`config.mk`:
```
export PLATFORM = sky130hd
export DESIGN_NAME = emu_uart_bridge
export DESIGN_NICKNAME = d
export VERILOG_FILES = /design/src/rtl/emu_bridge_pkg.sv /design/src/rtl/emu_uart_core.sv /design/src/rtl/emu_uart_bridge.sv
export SDC_FILE = /design/constraint.sdc
export NUM_CORES = 1
export LEC_CHECK = 0
export ABC_AREA = 0
export BUFFER_PORTS_ARGS = -buffer_cell sky130_fd_sc_hd__buf_2
export CORE_ASPECT_RATIO = 0.6
export CORE_MARGIN = 2
export CORE_UTILIZATION = 30
export DETAILED_ROUTE_END_ITERATION = 12
export HOLD_SLACK_MARGIN = 0.1
export PLACE_DENSITY = 0.46
export SYNTH_ARGS = -nofsm -noshare
export SYNTH_HDL_FRONTEND = slang
export SYNTH_SLANG_ARGS = --single-unit
export TNS_END_PERCENT = 30
```
`constraint.sdc`:
```
create_clock -name clk -period 2.2 [get_ports clk]
set_input_delay 0.44 -clock clk [delete_from_list [all_inputs] [get_ports clk]]
set_output_delay 0.44 -clock clk [all_outputs]
set_load 0.1 [all_outputs]
```
`src/rtl/emu_bridge_pkg.sv`:
```
// Shared definitions for the emulation UART bridge.
// Holds the command codes, reply codes and the command FSM state type.
package emu_bridge_pkg;

    localparam logic [7:0] CMD_W = 8'h57;
    localparam logic [7:0] CMD_S = 8'h53;
    localparam logic [7:0] CMD_G = 8'h47;
    localparam logic [7:0] ACK   = 8'hA5;
    localparam logic [7:0] NAK   = 8'h3F;

    typedef enum logic [3:0] {
        IDLE,
        W_COLLECT,
        W_LOAD,
        S_COUNT,
        S_HIGH,
        S_LOW,
        G_CAPTURE,
        G_ADDR,
        G_WAIT,
        G_SEND,
        REPLY
    } state_t;

endpackage

```
`src/rtl/emu_uart_core.sv`:
```
// 8N1 UART receiver and transmitter, DIV clk cycles per bit.
// Ports: clk, reset, rxd, txd, rx_data/rx_valid, tx_data/tx_valid/tx_ready.
module emu_uart_core #(
    parameter int DIV = 434
) (
    input  logic       clk,
    input  logic       reset,
    input  logic       rxd,
    output logic       txd,
    output logic [7:0] rx_data,
    output logic       rx_valid,
    input  logic [7:0] tx_data,
    input  logic       tx_valid,
    output logic       tx_ready
);

    localparam int CW = $clog2(DIV + 1);
    localparam logic [CW-1:0] LAST = CW'(DIV - 1);
    localparam logic [CW-1:0] HALF = CW'(DIV / 2);

    typedef enum logic [1:0] {RX_IDLE, RX_START, RX_DATA, RX_STOP} rx_state_t;

    rx_state_t       rx_state;
    logic            rx_s1, rx_s2, rx_q;
    logic [CW-1:0]   rx_cnt;
    logic [2:0]      rx_bit;
    logic [7:0]      rx_shift;

    always_ff @(posedge clk) begin
        if (reset) begin
            rx_s1    <= 1'b1;
            rx_s2    <= 1'b1;
            rx_q     <= 1'b1;
            rx_state <= RX_IDLE;
            rx_cnt   <= '0;
            rx_bit   <= '0;
            rx_shift <= '0;
            rx_data  <= '0;
            rx_valid <= 1'b0;
        end else begin
            rx_s1    <= rxd;
            rx_s2    <= rx_s1;
            rx_q     <= rx_s2;
            rx_valid <= 1'b0;
            case (rx_state)
                RX_IDLE: begin
                    rx_cnt <= '0;
                    if (rx_q && !rx_s2)
                        rx_state <= RX_START;
                end
                RX_START: begin
                    if (rx_cnt == HALF) begin
                        rx_cnt   <= '0;
                        rx_bit   <= '0;
                        // A glitch shorter than half a bit is not a start.
                        rx_state <= rx_s2 ? RX_IDLE : RX_DATA;
                    end else begin
                        rx_cnt <= rx_cnt + 1'b1;
                    end
                end
                RX_DATA: begin
                    if (rx_cnt == LAST) begin
                        rx_cnt   <= '0;
                        rx_shift <= {rx_s2, rx_shift[7:1]};
                        rx_bit   <= rx_bit + 1'b1;
                        if (rx_bit == 3'd7)
                            rx_state <= RX_STOP;
                    end else begin
                        rx_cnt <= rx_cnt + 1'b1;
                    end
                end
                default: begin
                    if (rx_cnt == LAST) begin
                        rx_cnt   <= '0;
                        rx_state <= RX_IDLE;
                        if (rx_s2) begin
                            rx_data  <= rx_shift;
                            rx_valid <= 1'b1;
                        end
                    end else begin
                        rx_cnt <= rx_cnt + 1'b1;
                    end
                end
            endcase
        end
    end

    logic [9:0]    tx_shift;
    logic [CW-1:0] tx_cnt;
    logic [3:0]    tx_bit;
    logic          tx_busy;
    logic          tx_last;

    // Accepting during the final stop-bit cycle keeps frames gapless.
    assign tx_last  = tx_busy && (tx_cnt == LAST) && (tx_bit == 4'd9);
    assign tx_ready = !tx_busy || tx_last;
    assign txd      = tx_shift[0];

    always_ff @(posedge clk) begin
        if (reset) begin
            tx_shift <= '1;
            tx_cnt   <= '0;
            tx_bit   <= '0;
            tx_busy  <= 1'b0;
        end else if (tx_valid && tx_ready) begin
            tx_shift <= {1'b1, tx_data, 1'b0};
            tx_cnt   <= '0;
            tx_bit   <= '0;
            tx_busy  <= 1'b1;
        end else if (tx_busy) begin
            if (tx_cnt == LAST) begin
                tx_cnt   <= '0;
                tx_shift <= {1'b1, tx_shift[9:1]};
                tx_bit   <= tx_bit + 1'b1;
                if (tx_bit == 4'd9)
                    tx_busy <= 1'b0;
            end else begin
                tx_cnt <= tx_cnt + 1'b1;
            end
        end
    end

endmodule

```
`src/rtl/emu_uart_bridge.sv`:
```
// Host UART transactor driving the co-emulation wrapper bus.
// Ports: clk, reset, rxd, txd, Din/Addr/load/get/Dout_emu, clk_dut, busy.
module emu_uart_bridge
    import emu_bridge_pkg::*;
#(
    parameter int CLK_HZ      = 50_000_000,
    parameter int BAUD        = 115200,
    parameter int NUM_STIM    = 5,
    parameter int NUM_OUT     = 3,
    parameter int TIMEOUT_CYC = 16 * 10 * (CLK_HZ / BAUD)
) (
    input  logic       clk,
    input  logic       reset,
    input  logic       rxd,
    output logic       txd,
    output logic [7:0] Din_emu,
    output logic [2:0] Addr_emu,
    output logic       load_emu,
    output logic       get_emu,
    input  logic [7:0] Dout_emu,
    output logic       clk_dut,
    output logic       busy
);

    localparam int DIV = CLK_HZ / BAUD;
    localparam int TW  = $clog2(TIMEOUT_CYC + 1);
    localparam logic [TW-1:0] TMO_LAST = TW'(TIMEOUT_CYC - 1);

    logic [7:0] rx_data, tx_data;
    logic       rx_valid, tx_valid, tx_ready;

    emu_uart_core #(.DIV(DIV)) u_core (
        .clk      (clk),
        .reset    (reset),
        .rxd      (rxd),
        .txd      (txd),
        .rx_data  (rx_data),
        .rx_valid (rx_valid),
        .tx_data  (tx_data),
        .tx_valid (tx_valid),
        .tx_ready (tx_ready)
    );

    state_t        state, state_n;
    logic [2:0]    idx, idx_n;
    logic [8:0]    steps, steps_n;
    logic [TW-1:0] tmo, tmo_n;
    logic [7:0]    reply, reply_n;
    logic [7:0]    cap, cap_n;
    logic [7:0]    din_n;
    logic [2:0]    addr_n;
    logic          load_n, get_n, clk_n;

    assign busy = (state != IDLE);

    always_ff @(posedge clk) begin
        if (reset) begin
            state    <= IDLE;
            idx      <= '0;
            steps    <= '0;
            tmo      <= '0;
            reply    <= '0;
            cap      <= '0;
            Din_emu  <= '0;
            Addr_emu <= '0;
            load_emu <= 1'b0;
            get_emu  <= 1'b0;
            clk_dut  <= 1'b0;
        end else begin
            state    <= state_n;
            idx      <= idx_n;
            steps    <= steps_n;
            tmo      <= tmo_n;
            reply    <= reply_n;
            cap      <= cap_n;
            Din_emu  <= din_n;
            Addr_emu <= addr_n;
            load_emu <= load_n;
            get_emu  <= get_n;
            clk_dut  <= clk_n;
        end
    end

    always_comb begin
        state_n  = state;
        idx_n    = idx;
        steps_n  = steps;
        tmo_n    = '0;
        reply_n  = reply;
        cap_n    = cap;
        din_n    = Din_emu;
        addr_n   = Addr_emu;
        load_n   = 1'b0;
        get_n    = 1'b0;
        clk_n    = clk_dut;
        tx_valid = 1'b0;
        tx_data  = reply;
        case (state)
            IDLE: begin
                clk_n = 1'b0;
                if (rx_valid) begin
                    case (rx_data)
                        CMD_W: begin
                            idx_n   = '0;
                            state_n = W_COLLECT;
                        end
                        CMD_S: state_n = S_COUNT;
                        CMD_G: begin
                            get_n   = 1'b1;
                            state_n = G_CAPTURE;
                        end
                        default: begin
                            reply_n = NAK;
                            state_n = REPLY;
                        end
                    endcase
                end
            end
            W_COLLECT: begin
                if (rx_valid) begin
                    din_n  = rx_data;
                    addr_n = idx;
                    if (idx == 3'(NUM_STIM - 1))
                        state_n = W_LOAD;
                    else
                        idx_n = idx + 1'b1;
                end else begin
                    tmo_n = tmo + 1'b1;
                    if (tmo == TMO_LAST)
                        state_n = IDLE;
                end
            end
            W_LOAD: begin
                load_n  = 1'b1;
                reply_n = ACK;
                state_n = REPLY;
            end
            S_COUNT: begin
                if (rx_valid) begin
                    // A count of zero encodes 256 steps.
                    steps_n = {rx_data == 8'd0, rx_data};
                    clk_n   = 1'b1;
                    state_n = S_HIGH;
                end else begin
                    tmo_n = tmo + 1'b1;
                    if (tmo == TMO_LAST)
                        state_n = IDLE;
                end
            end
            S_HIGH: begin
                clk_n   = 1'b0;
                steps_n = steps - 1'b1;
                state_n = S_LOW;
            end
            S_LOW: begin
                if (steps == 9'd0) begin
                    reply_n = ACK;
                    state_n = REPLY;
                end else begin
                    clk_n   = 1'b1;
                    state_n = S_HIGH;
                end
            end
            G_CAPTURE: begin
                idx_n   = '0;
                addr_n  = '0;
                state_n = G_ADDR;
            end
            // Wrapper registers the read in G_ADDR; sample it after G_WAIT.
            G_ADDR: state_n = G_WAIT;
            G_WAIT: begin
                cap_n   = Dout_emu;
                state_n = G_SEND;
            end
            G_SEND: begin
                tx_valid = 1'b1;
                tx_data  = cap;
                if (tx_ready) begin
                    if (idx == 3'(NUM_OUT - 1)) begin
                        state_n = IDLE;
                    end else begin
                        idx_n   = idx + 1'b1;
                        addr_n  = idx + 1'b1;
                        state_n = G_ADDR;
                    end
                end
            end
            REPLY: begin
                tx_valid = 1'b1;
                if (tx_ready)
                    state_n = IDLE;
            end
            default: state_n = IDLE;
        endcase
    end

endmodule

```
==> results.md <==
- Top post-synthesis cells by count: dfxtp_1, nand2_1, nor2_1
- CP cell instances: nor4bb_1 > or4b_2 > a221oi_1 > o21a_1
- Clock period minus worst slack: 2110 ps
- FF-to-FF setup slack: 90 ps
- Setup Skew: 10.1 ps
- Fmax: 0.474 GHz
- Hold path depth: 2
- Relative slew slack: 59.6%
- Final worst setup slack: 90.1 ps
- Worst hold endpoint: u_core.rx_s1
- Seq/Total Area, Yosys: 42.5%
- TritonCTS Sinks: 115
- Finished Cell Area: 0.00656 sq mm
- Hold_buf cts: 0
- Most common cell in the synthesized netlist: dfxtp_1
- Count of final max-slew check failures: 0
- Chip height: 108 um
- Initial drt markers: 271
- Top cells by area, synth: dfxtp_1, a21oi_1, nand2_1
- DRC viols: 0
- Initial core utilization: 30.3%
- Min Hold Slack: 210 ps
- HP Class: input port to flip-flop
- Setup Slack @ Placement: 68.3 ps
- Actual slew at the worst max-slew pin: 601 ps
- Via-per-instance ratio: 4.97
- Fillers: 1,864
- Clock slew at reported path FFs: 60 ps
- Clk buf depth: 2
- Multi-input gate area: 0.00283 sq mm
- Seq pwr share: 37.2%
- Detail Route Antenna Nets: 0
- Synth Area in XOR/XNOR: 4.53%
- Reg-to-reg endpoint: state[3]
- DP HPWL: 9500 um
- Seq cells post-synth: 115
- Final period util: 95.9%
- IO buf count: 26
- Highest-delay cell along the critical path: or4b_2
- Gate power share: 13.4%
- Tot GR Track Use: 14.8%
- Worst setup path startpoint: state[0]
- GPL Wtd Cong: 0.817
- Synth top area share: 42.5%
- Initial antenna violation count: 0
- Nets: 707
- Largest net degree at the start of global routing: 40
- H-Tree Depth: 4
- Setup TNS Final: 0 ps
- Ant diodes: 0
- IO Count: 27
- Worst ir drop on vdd: 533 uV
- Status: finished clean
- Worst Path Max Fanout: 10
- Clock share of power: 49.5%
- Core Region: 0.0179 sq mm
- Row count: 38
- Grt ovf: 0
- Sw power: 1580 uW
- Setup Fix Bufs, Post-CTS: 0
- Placed Area: 0.00592 sq mm
- Total number of vias: 4,651
- Unique cell type count in the Yosys netlist: 66
- Post-synth design cell area: 0.00542 sq mm
- Cells after synthesis: 635
- DRT Wirelength: 13,300 um
- RSZ-0062 raised after global routing: no
- Largest area contributor in the netlist: dfxtp_1
- Yosys warning total: 0
- Hold wc startpoint: rxd
- Endpoints failing setup: 0
- Area growth, synth to finish: 21.0%
- Worst Reg-to-Reg Cells: 4
- Buf/Inv on CP: 0
- Routed len/inst: 14.3 um
- Largest family of logic cells by synthesized area: simple AND/OR/NAND/NOR gates
- Sequential Area: 0.00230 sq mm
- Post-synth EDFFs: 0
- Largest delay share family, worst path: simple AND/OR/NAND/NOR gates
- Max-cap violations: 0
- Synth Area in Simple Gates: 25.2%
- Final Hold Fails: 0
- Data arrival, critical path: 2460 ps
- DR pass1 iterations: 4
- Worst Setup Start Kind: flip-flop
- Root Buffer: clkbuf_16
- Slowest stage delay, CP: 680 ps
- FF-to-FF Start: state[0]
- Syn avg cell area: 8.53 sq um
- Share of layout cells above drive strength 1: 16.8%
- First-pass GRT wire length: 22,300 um
- Syn_nets: 660
- Internal Power: 4360 uW
- Crit end category: flip-flop
- Full die area: 0.0192 sq mm
- CP Data Required Time: 2550 ps
- Sw Share: 26.7%
- CTS tree: built
- Worst-Skew Late Latency: 410 ps
- CTS Buf Count: 17
- Die Span X: 177 um
- FFs w/ async S/R, synth: 0%
- Worst setup path category: flip-flop to flip-flop
- P per Cell Area: 906 mW/mm^2
- Post-Synth Adder-Cell Area: 3.23%
- Synth Flop Type: dfxtp_1
- Pleak: 0.00243 uW
- Post-synthesis mux area share: 4.16%
- Compound-gate portion of the synthesized area: 14.8%
- Number of global-route vias before repair: 4,415
[power groups by stage]
stage                     Combinational [uW]  Sequential, uW  Clock [uW]
after CTS                                790            2210        3010
final                                    796            2210        2940
after global routing                     858            2220        3110
after floorplan                          487            2280           0
after global placement                   781            2250           0
after detailed placement                 787            2250           0
[worst max path at each step]
stage,end,depth (start not counted)
after floorplan,u_core.tx_shift[2],7
after global placement,u_core.tx_shift[4],7
after detailed placement,u_core.tx_shift[3],7
after CTS,u_core.tx_shift[7],6
after global routing,u_core.tx_shift[7],6
final,state[3],4
[cell type report]
cell class | count | share of cell area, %
tap | 240 | 4.58
clock inverter | 13 | 2.81
clock buffer | 19 | 6.76
multi-input combinational | 468 | 43.2
timing repair buffer | 64 | 6.62
inverter | 16 | 0.916
sequential | 115 | 35.1
[placed cells by master (no fill, tap or decap), types with 3 or more instances in the layout]
cell / n
dfxtp_1: 114
nand2_1: 79
nor2_1: 69
a21oi_1: 62
buf_4: 37
buf_2: 25
nand3_1: 24
o21ai_0: 19
mux2i_1: 18
clkbuf_16: 17
inv_1: 15
xnor2_1: 15
ha_1: 14
or3_1: 13
xor2_1: 13
nor3_1: 12
nand3b_1: 11
nand4_1: 10
and3_1: 10
or2_2: 5
nor4_1: 5
o211ai_1: 5
o21ai_1: 5
nor2b_1: 5
nand2b_1: 5
a31oi_1: 5
nor4b_1: 4
a211oi_1: 4
mux2_2: 4
a221oi_1: 4
bufinv_16: 4
o21a_1: 3
and2_1: 3
nor3b_1: 3
clkinvlp_4: 3
clkinv_4: 3
clkinv_2: 3
[metrics by stage]
stage | total power, uW | std cells | utilization [%]
finish | 5940 | 935 | 36.7
floorplan | 2770 | 635 | -
global route | 6190 | 935 | 36.7
CTS | 6010 | 935 | 36.6
global placement | 3030 | 903 | 33.1
detailed placement | 3040 | 903 | 33.1
[registers in the layout, indices dropped and copies added, names as in the netlist, 8 cells and up]
signal           flops
u_core.rx_data       8
cap                  8
tmo                 17
u_core.rx_shift      8
Din_emu              8
u_core.rx_cnt        9
u_core.tx_cnt        9
u_core.tx_shift      9
steps                9
[cell families after synthesis]
kind of cell | Yosys count
simple gates | 274
mux | 22
compound gates | 130
flops | 115
buf+inv | 52
fa+ha+maj | 14
xor+xnor | 28
[worst reg2reg max path: stages, from the launching register on]
cell,delay [ps]
dfxtp_1,520
nor4bb_1,400
or4b_2,680
a221oi_1,310
o21a_1,140
[per-layer routing]
metal	track usage [%]	vias to the layer above	routed length [um]	part of all wire [%]
met4	5.15	0	142	1.1
met3	2.99	13	476	3.6
met5	0	-	0	0
li1	-	2337	-	-
met1	21.4	2217	7270	55
met2	21.7	84	5450	41
[repair_timing]
action / CTS / global route
endpoints found under the hold margin: 0 / 0
setup endpoints to repair: 0 / 32
resized for setup: 0 / 6
No activity file was read; power rests on OpenSTA's default activity.
